$ cat src/rtl/soc_picorv32_bus_ctl.sv
// PicoRV32 bus fabric: routes each CPU access to BRAM, SPRAM or one Wishbone slave,
// one transaction at a time, with a slave watchdog and a sticky error capture port.
module soc_picorv32_bus_ctl #(
    parameter int WB_N     = 8,
    parameter int WB_DW    = 32,
    parameter int WB_AW    = 16,
    parameter int WB_AI    = 2,
    parameter int RAM_LAT  = 1,
    parameter int BRAM_AW  = 8,
    parameter int SPRAM_AW = 15,
    parameter int TIMEOUT  = 255
) (
    input  logic                  clk,
    input  logic                  rst,
    input  logic [31:0]           pb_addr,
    input  logic [31:0]           pb_wdata,
    input  logic [3:0]            pb_wstrb,
    input  logic                  pb_valid,
    output logic [31:0]           pb_rdata,
    output logic                  pb_ready,
    output logic [BRAM_AW-1:0]    bram_addr,
    input  logic [31:0]           bram_rdata,
    output logic [31:0]           bram_wdata,
    output logic [3:0]            bram_wmsk,
    output logic                  bram_we,
    output logic [SPRAM_AW-1:0]   spram_addr,
    input  logic [31:0]           spram_rdata,
    output logic [31:0]           spram_wdata,
    output logic [3:0]            spram_wmsk,
    output logic                  spram_we,
    output logic [WB_AW-1:0]      wb_addr,
    output logic [WB_DW-1:0]      wb_wdata,
    output logic [WB_DW/8-1:0]    wb_wmsk,
    output logic                  wb_we,
    output logic [WB_N-1:0]       wb_cyc,
    input  logic [WB_DW*WB_N-1:0] wb_rdata,
    input  logic [WB_N-1:0]       wb_ack,
    input  logic                  err_clr,
    output logic                  err_flag,
    output logic [1:0]            err_code,
    output logic [31:0]           err_addr,
    output logic [1:0]            dbg_state
);
    localparam int          WB_SW    = WB_DW / 8;
    localparam logic [15:0] RAM_LAST = 16'(RAM_LAT - 1);
    localparam logic [15:0] WD_LAST  = 16'(TIMEOUT - 1);

    typedef enum logic [1:0] {S_IDLE, S_RAM, S_WB, S_DONE} state_t;

    state_t          state, state_nx;
    logic [15:0]     cnt, cnt_nx;
    logic [31:0]     rdata_q, rdata_nx;
    logic [31:0]     addr_q;
    logic            spram_sel, spram_sel_nx;
    logic [WB_N-1:0] cyc_nx;
    logic            wb_load;
    logic            err_ev;
    logic [1:0]      err_ev_code;
    logic [31:0]     err_ev_addr;

    logic             req, is_wb, is_spram, is_wr, wb_mapped, wb_hit;
    logic [3:0]       wb_idx;
    logic [WB_DW-1:0] wb_or;

    // Handshake: pb_valid is sampled only in IDLE; pb_ready pulses for exactly one
    // cycle in DONE with pb_rdata valid in that same cycle; the CPU holds the request
    // until then, and a new request is accepted no earlier than the following cycle.
    assign req       = (state == S_IDLE) && pb_valid;
    assign is_wb     = pb_addr[31];
    assign is_spram  = pb_addr[17];
    assign is_wr     = |pb_wstrb;
    assign wb_idx    = pb_addr[27:24];
    assign wb_mapped = {1'b0, wb_idx} < 5'(WB_N);
    assign wb_hit    = |(wb_ack & wb_cyc);

    always_comb begin
        wb_or = '0;
        for (int i = 0; i < WB_N; i++) wb_or = wb_or | wb_rdata[i*WB_DW +: WB_DW];
    end

    // RAM ports are driven straight from the request so the write lands in cycle 0.
    assign bram_addr   = pb_addr[BRAM_AW+1:2];
    assign bram_wdata  = pb_wdata;
    assign bram_we     = req && !is_wb && !is_spram && is_wr;
    assign bram_wmsk   = bram_we ? ~pb_wstrb : 4'h0;
    assign spram_addr  = pb_addr[SPRAM_AW+1:2];
    assign spram_wdata = pb_wdata;
    assign spram_we    = req && !is_wb && is_spram && is_wr;
    assign spram_wmsk  = spram_we ? ~pb_wstrb : 4'h0;

    assign pb_ready  = (state == S_DONE);
    assign pb_rdata  = pb_ready ? rdata_q : 32'h0;
    assign dbg_state = state;

    always_comb begin
        state_nx     = state;
        cnt_nx       = cnt;
        rdata_nx     = rdata_q;
        spram_sel_nx = spram_sel;
        cyc_nx       = wb_cyc;
        wb_load      = 1'b0;
        err_ev       = 1'b0;
        err_ev_code  = 2'b00;
        err_ev_addr  = addr_q;
        case (state)
            S_IDLE: if (pb_valid) begin
                cnt_nx = '0;
                if (!is_wb) begin
                    state_nx     = S_RAM;
                    spram_sel_nx = is_spram;
                end else if (wb_mapped) begin
                    state_nx = S_WB;
                    wb_load  = 1'b1;
                    cyc_nx   = WB_N'(1) << wb_idx;
                end else begin
                    state_nx    = S_DONE;
                    rdata_nx    = 32'hFFFF_FFFF;
                    err_ev      = 1'b1;
                    err_ev_code = 2'b10;
                    err_ev_addr = pb_addr;
                end
            end
            S_RAM: begin
                if (cnt == RAM_LAST) begin
                    state_nx = S_DONE;
                    rdata_nx = spram_sel ? spram_rdata : bram_rdata;
                end else begin
                    cnt_nx = cnt + 16'd1;
                end
            end
            S_WB: begin
                // An ack in the final watchdog cycle still wins over the timeout.
                if (wb_hit) begin
                    state_nx = S_DONE;
                    rdata_nx = 32'(wb_or);
                    cyc_nx   = '0;
                end else if ((TIMEOUT != 0) && (cnt == WD_LAST)) begin
                    state_nx    = S_DONE;
                    rdata_nx    = 32'hFFFF_FFFF;
                    cyc_nx      = '0;
                    err_ev      = 1'b1;
                    err_ev_code = 2'b01;
                end else begin
                    cnt_nx = cnt + 16'd1;
                end
            end
            default: state_nx = S_IDLE;
        endcase
    end

    always_ff @(posedge clk) begin
        if (rst) begin
            state     <= S_IDLE;
            cnt       <= '0;
            rdata_q   <= '0;
            addr_q    <= '0;
            spram_sel <= 1'b0;
            wb_cyc    <= '0;
            wb_addr   <= '0;
            wb_wdata  <= '0;
            wb_wmsk   <= '0;
            wb_we     <= 1'b0;
            err_flag  <= 1'b0;
            err_code  <= 2'b00;
            err_addr  <= '0;
        end else begin
            state     <= state_nx;
            cnt       <= cnt_nx;
            rdata_q   <= rdata_nx;
            spram_sel <= spram_sel_nx;
            wb_cyc    <= cyc_nx;
            if (req) addr_q <= pb_addr;
            if (wb_load) begin
                wb_addr  <= pb_addr[WB_AI +: WB_AW];
                wb_wdata <= pb_wdata[WB_DW-1:0];
                wb_wmsk  <= ~pb_wstrb[WB_SW-1:0];
                wb_we    <= is_wr;
            end
            // A new error in the same cycle as err_clr is kept rather than cleared.
            if (err_ev && (!err_flag || err_clr)) begin
                err_flag <= 1'b1;
                err_code <= err_ev_code;
                err_addr <= err_ev_addr;
            end else if (err_clr) begin
                err_flag <= 1'b0;
                err_code <= 2'b00;
                err_addr <= '0;
            end
        end
    end
endmodule

$ cat config.mk
export PLATFORM = sky130hd
export DESIGN_NAME = soc_picorv32_bus_ctl
export DESIGN_NICKNAME = d
export VERILOG_FILES = /design/src/rtl/soc_picorv32_bus_ctl.sv
export SDC_FILE = /design/constraint.sdc
export NUM_CORES = 1
export LEC_CHECK = 0
export BUFFER_PORTS_ARGS = -buffer_cell sky130_fd_sc_hd__buf_2
export CAP_MARGIN = 20
export CORE_AREA = 8 8 240 242
export DETAILED_ROUTE_END_ITERATION = 12
export DIE_AREA = 0 0 248 250
export PLACE_DENSITY = 0.46
export SLEW_MARGIN = 20
export SYNTH_ARGS = -nofsm -noshare
export SYNTH_HDL_FRONTEND = slang
export SYNTH_SLANG_ARGS = --single-unit
$ cat constraint.sdc
create_clock -name clk -period 2.7 [get_ports clk]
set_input_delay 0.405 -clock clk [delete_from_list [all_inputs] [get_ports clk]]
set_output_delay 0.405 -clock clk [all_outputs]
set_load 0.01 [all_outputs]
Word-level counts from Yosys, hierarchy flattened. Cells that the tools add are included.

Input port bits: 400. Bits in registers: 179.

Reductions and logical operators: 23. Equality and inequality tests: 13. Order comparisons: 1. Bitwise logic cells: 10. Shifts and indexed selects: 1. Muxes and demuxes: 55. Add/subtract/negate cells: 1.

Operators with widths (number): $mux W32 (14); $or A32 B32 Y32 (7); $pmux W32 S3 (1); $mux W16 (4); $pmux W16 S3 (1); $mux W8 (5); $mux W2 (10); $add A16 B1 Y16 const B (1); $eq A16 B8 Y1 const B (1); $logic_not A16 Y1 (1); $ne A2 B2 Y1 const B (8); $pmux W8 S2 (1); $mux W1 (14); $reduce_and A5 Y1 (2); $and A8 B8 Y8 (1); $mux W4 (2); $reduce_or A8 Y1 (1); $shl A1 B4 Y8 const A (1); $logic_and A1 B1 Y1 (7); $pmux W2 S3 (1); $reduce_and A3 Y1 (2); $reduce_and A6 Y1 (1); $eq A2 B2 Y1 const B (2); $lt A4 B4 Y1 const B (1); 12 further kinds (15).

Depth between registers and ports, before layout.
Depth after elaboration: 9. Depth in mapped cells: 9.

Worst setup path before layout. No wires, ideal clock.

Kind: register to register. Start point: register cnt[0]. End point: register rdata_q[10]. Slack: 0.595 ns. Setup time: 0.087 ns. Arrival time: 2.018 ns. Cell stages (with the launch flop): 9. Data required time: 2.613 ns. Cells stage by stage: dfxtp_1 inv_1 ha_1 nor4b_1 nand4_1 a211o_1 a221o_1 buf_6 a221oi_2.

Longest elaborated chain between the ends: 3.

RTL lines: start: declaration (RTL line 51) `logic [15:0] cnt, cnt_nx;`; start signal: assignment (RTL line 168) `cnt <= cnt_nx;`; $eq A16 B8 Y1 / $logic_not A16 Y1 (equally long branches) (RTL line 137, 124); $ne A3 B3 Y1 (no source line) / $ne A2 B2 Y1 (equally long branches); $reduce_and A6 Y1 (no source line) (*); end signal: assignment (RTL line 169) `rdata_q <= rdata_nx;`; end: declaration (RTL line 52) `logic [31:0] rdata_q, rdata_nx;`.

Mark *: on every way between the ends. The rest lies on a longest branch, timed or not. A chain may end at the register's enable or synchronous reset.

Worst setup path after layout.
Start point: register state[0], in the netlist dbg_state[0]. End point: output port spram_wmsk[0].

Longest elaborated chain between the ends: 6.

RTL lines: start: declaration (RTL line 50) `state_t state, state_nx;`; start signal: assignment (RTL line 167) `state <= state_nx;`; $logic_not A2 Y1 (RTL line 68) `assign req = (state == S_IDLE) && pb_valid;`; $logic_and A1 B1 Y1 (RTL line 68); $logic_and A1 B1 Y1 (3 in series) (RTL line 88) `assign spram_we = req && !is_wb && is_spram && is_wr;`; $mux W4 (RTL line 89) `assign spram_wmsk = spram_we ? ~pb_wstrb : 4'h0;`; end: declaration (RTL line 29) `output logic [3:0] spram_wmsk,`.

No other way between the ends.

==> metrics.txt <==
Synth area leaders dfxtp_1 39%, a21oi_1 8.8%, nand2_1 7.2%, buf_4 7.1%, a221oi_2 4.9%; Synth top area share 39.1%; number of flops mapped to enable cells by yosys 0; commonest cells after routing, fill and taps aside 626 x buf_2, 178 x dfxtp_1, 175 x nand2_1; post-CTS sizing 0; Nets 2018; net count after synthesis 1506; later-pin clock latency in the skew report 0.48 ns; Final Power 8540 µW; io pins 628; Startpoint Class register; CTS tree yes; I/O Buffers 627; largest net degree at the start of global routing 61; register area 3580 µm²; Sink Count 179; Async SR Flop Fraction 0%; layout cell share with drive strength beyond 1 47.0%; FILL cells 5916; final setup fails 0; crit share post-route 91.5%; Post-CTS Setup Repair Bufs 0; worst hold path class input pin to register; flops & latches, synth 179; Area growth syn-to-layout 43.9%; Die Wd 248 µm; clk slew on worst S/H paths 0.08 ns; Hold Buf Count CTS 0; Final Hold Viols 0; Max Buffers Root-to-Sink 2; first-pass GRT wire length 70200 µm; Worst Max-Slew Pin Slew 0.947 ns; initial antenna violation count 41; WS Path Type register to output port; worst rel slew slack 36.9%; Leakage 0.00589 µW; most common cell after layout, fill and taps aside buf_2; Cell Pwr Density 647 nW/µm²; DRC violation count after routing 0; syn_area_per_cell 8.35 µm²; unrepaired setup endpoints after global routing false; clock buffer count from CTS 17; critical path endpoint category output port; Final Max Tran Viols 0; via/cell ratio 4.35; reg-to-reg startpoint cnt[0]$_SDFFE_PP0P_; placer congestion estimate 0.927; outcome finished clean; Iter 0 DRT Violations 464; Mapped Cells 1099; Total Die Area 62000 µm²; vias 10200; Core Util, Final 24.7%; Yosys warnings 0; Post-DP HPWL 41100 µm; Synth Cell Area 9170 µm²; Max IR drop VDD 401 µV; Rows 85; H-Tree Level Count 4; remaining global-route overflow 0; wirelength, routed 50300 µm; sequential fraction of the synthesis area 39.1%; worst setup path start dbg_state[0]$_SDFFE_PP0P_; Worst Skew 0.0128 ns; Initial Utilization 17.1%; HP Start pb_addr[1]; setup TNS 0 ns; fin crit period 2.47 ns; wire per inst 21.5 µm; first drt pass iteration count 5; antenna viol nets, final 0; vias in the first global route 10200; die outline height 250 µm; root buffer cell clkbuf_16; area occupied by multi-input gates 4520 µm²; Max Cap Violations 0; core area 53500 µm²; Yosys top cell by area dfxtp_1; post-synthesis cell type count 48; predominant post-synthesis flop cell dfxtp_1; Overall Global Routing Usage 15.4%; crit-path max FO 8; Data arrival, critical path 2.07 ns; fmax 405 MHz; Critical Path RT 2.30 ns
-- per-layer routing --
layer  track usage [%]  routed length, µm  vias to the layer above
li1                  -                  -                     4865
met1              16.8              19500                     4761
met2              27.2              24900                      446
met3              5.33               3820                       91
met4              5.77               2010                       16
met5                 0                112                        -
-- state kept, by name (all words and copies together) (netlist names) --
signal and cells:
addr_q 32, cnt 16, dbg_state 2, err_addr 32, err_code 2, err_flag 1
rdata_q 32, spram_sel 1, wb_addr 16, wb_cyc 8, wb_wdata 32, wb_we 1
wb_wmsk 4
-- cell type report --
class,count,share of cell area (%)
multi-input combinational,715,34.3
clock buffer,18,3.25
timing repair buffer,653,25.8
inverter,45,1.28
tap,696,6.60
sequential,179,27.2
antenna,21,0.398
clock inverter,14,1.25
-- critical path, cell delays in order (launching register included) --
cell and delay, ns:
dfxtp_1 0.34, inv_1 0.11, ha_2 0.27, nand2_2 0.11, nor3_1 0.23, nand2_1 0.09, buf_4 0.19, nor2_1 0.10
buf_2 0.14
-- kinds of logic after synthesis --
| family | synth area share (%) |
|---|---|
| AOI/OAI and AO/OA | 21.1 |
| adders and majority gates | 0.955 |
| buffers and inverters | 12.3 |
| DFF | 39.1 |
| muxes | 4.80 |
| and+or+nand+nor | 21.9 |
-- per-stage QoR --
step	setup WS (ns)	hold WS (ns)	cells	cell area [µm²]
2_1_floorplan	0.595	0.436	1099	9170
3_3_place_gp	0.368	0.440	2288	12500
3_5_place_dp	0.321	0.444	2288	12500
4_1_cts	0.0202	0.0978	2320	13100
5_1_grt	0.0209	0.127	2330	13200
6_report	0.229	0.165	2341	13200
-- path summary, 6_finish.rpt --
kind / endpoint / slack (ns) / depth (start not counted)
hold / removal: addr_q[1]$_SDFFE_PP0P_ / 0.16 / 3
hold reg to reg: wb_addr[9]$_SDFFE_PP0P_ / 0.45 / 2
setup / recovery: spram_wmsk[0] / 0.23 / 8
setup reg to reg: rdata_q[22]$_SDFFE_PP0P_ / 0.32 / 8
-- report_power, final --
part,switching [µW],internal [µW]
combinational,1680,1120
clock,1330,1250
sequential,172,3000
-- synth_stat cells (2+ instances only) --
| master | n |
|---|---|
| dfxtp_1 | 179 |
| nand2_1 | 176 |
| a21oi_1 | 162 |
| buf_4 | 87 |
| nor4_1 | 67 |
| and2_1 | 65 |
| clkbuf_1 | 64 |
| inv_1 | 45 |
| nor2_1 | 35 |
| a221o_1 | 33 |
| mux2_2 | 32 |
| a221oi_2 | 30 |
| o31ai_1 | 12 |
| or4_1 | 11 |
| mux2i_1 | 8 |
| nand3_1 | 8 |
| ha_1 | 7 |
| nor3_1 | 7 |
| nand2b_1 | 6 |
| nand4_1 | 6 |
| a211oi_1 | 5 |
| o21ai_0 | 5 |
| a22oi_1 | 4 |
| buf_2 | 4 |
| o21ai_1 | 4 |
| and4_1 | 3 |
| buf_6 | 3 |
| nor2b_1 | 3 |
| a211o_1 | 2 |
| a221oi_1 | 2 |
| buf_1 | 2 |
| nor4_4 | 2 |
| o311ai_0 | 2 |
| o32ai_1 | 2 |
| or2_2 | 2 |
| or3_1 | 2 |
Note: power is estimated with default switching activity, not from simulation.
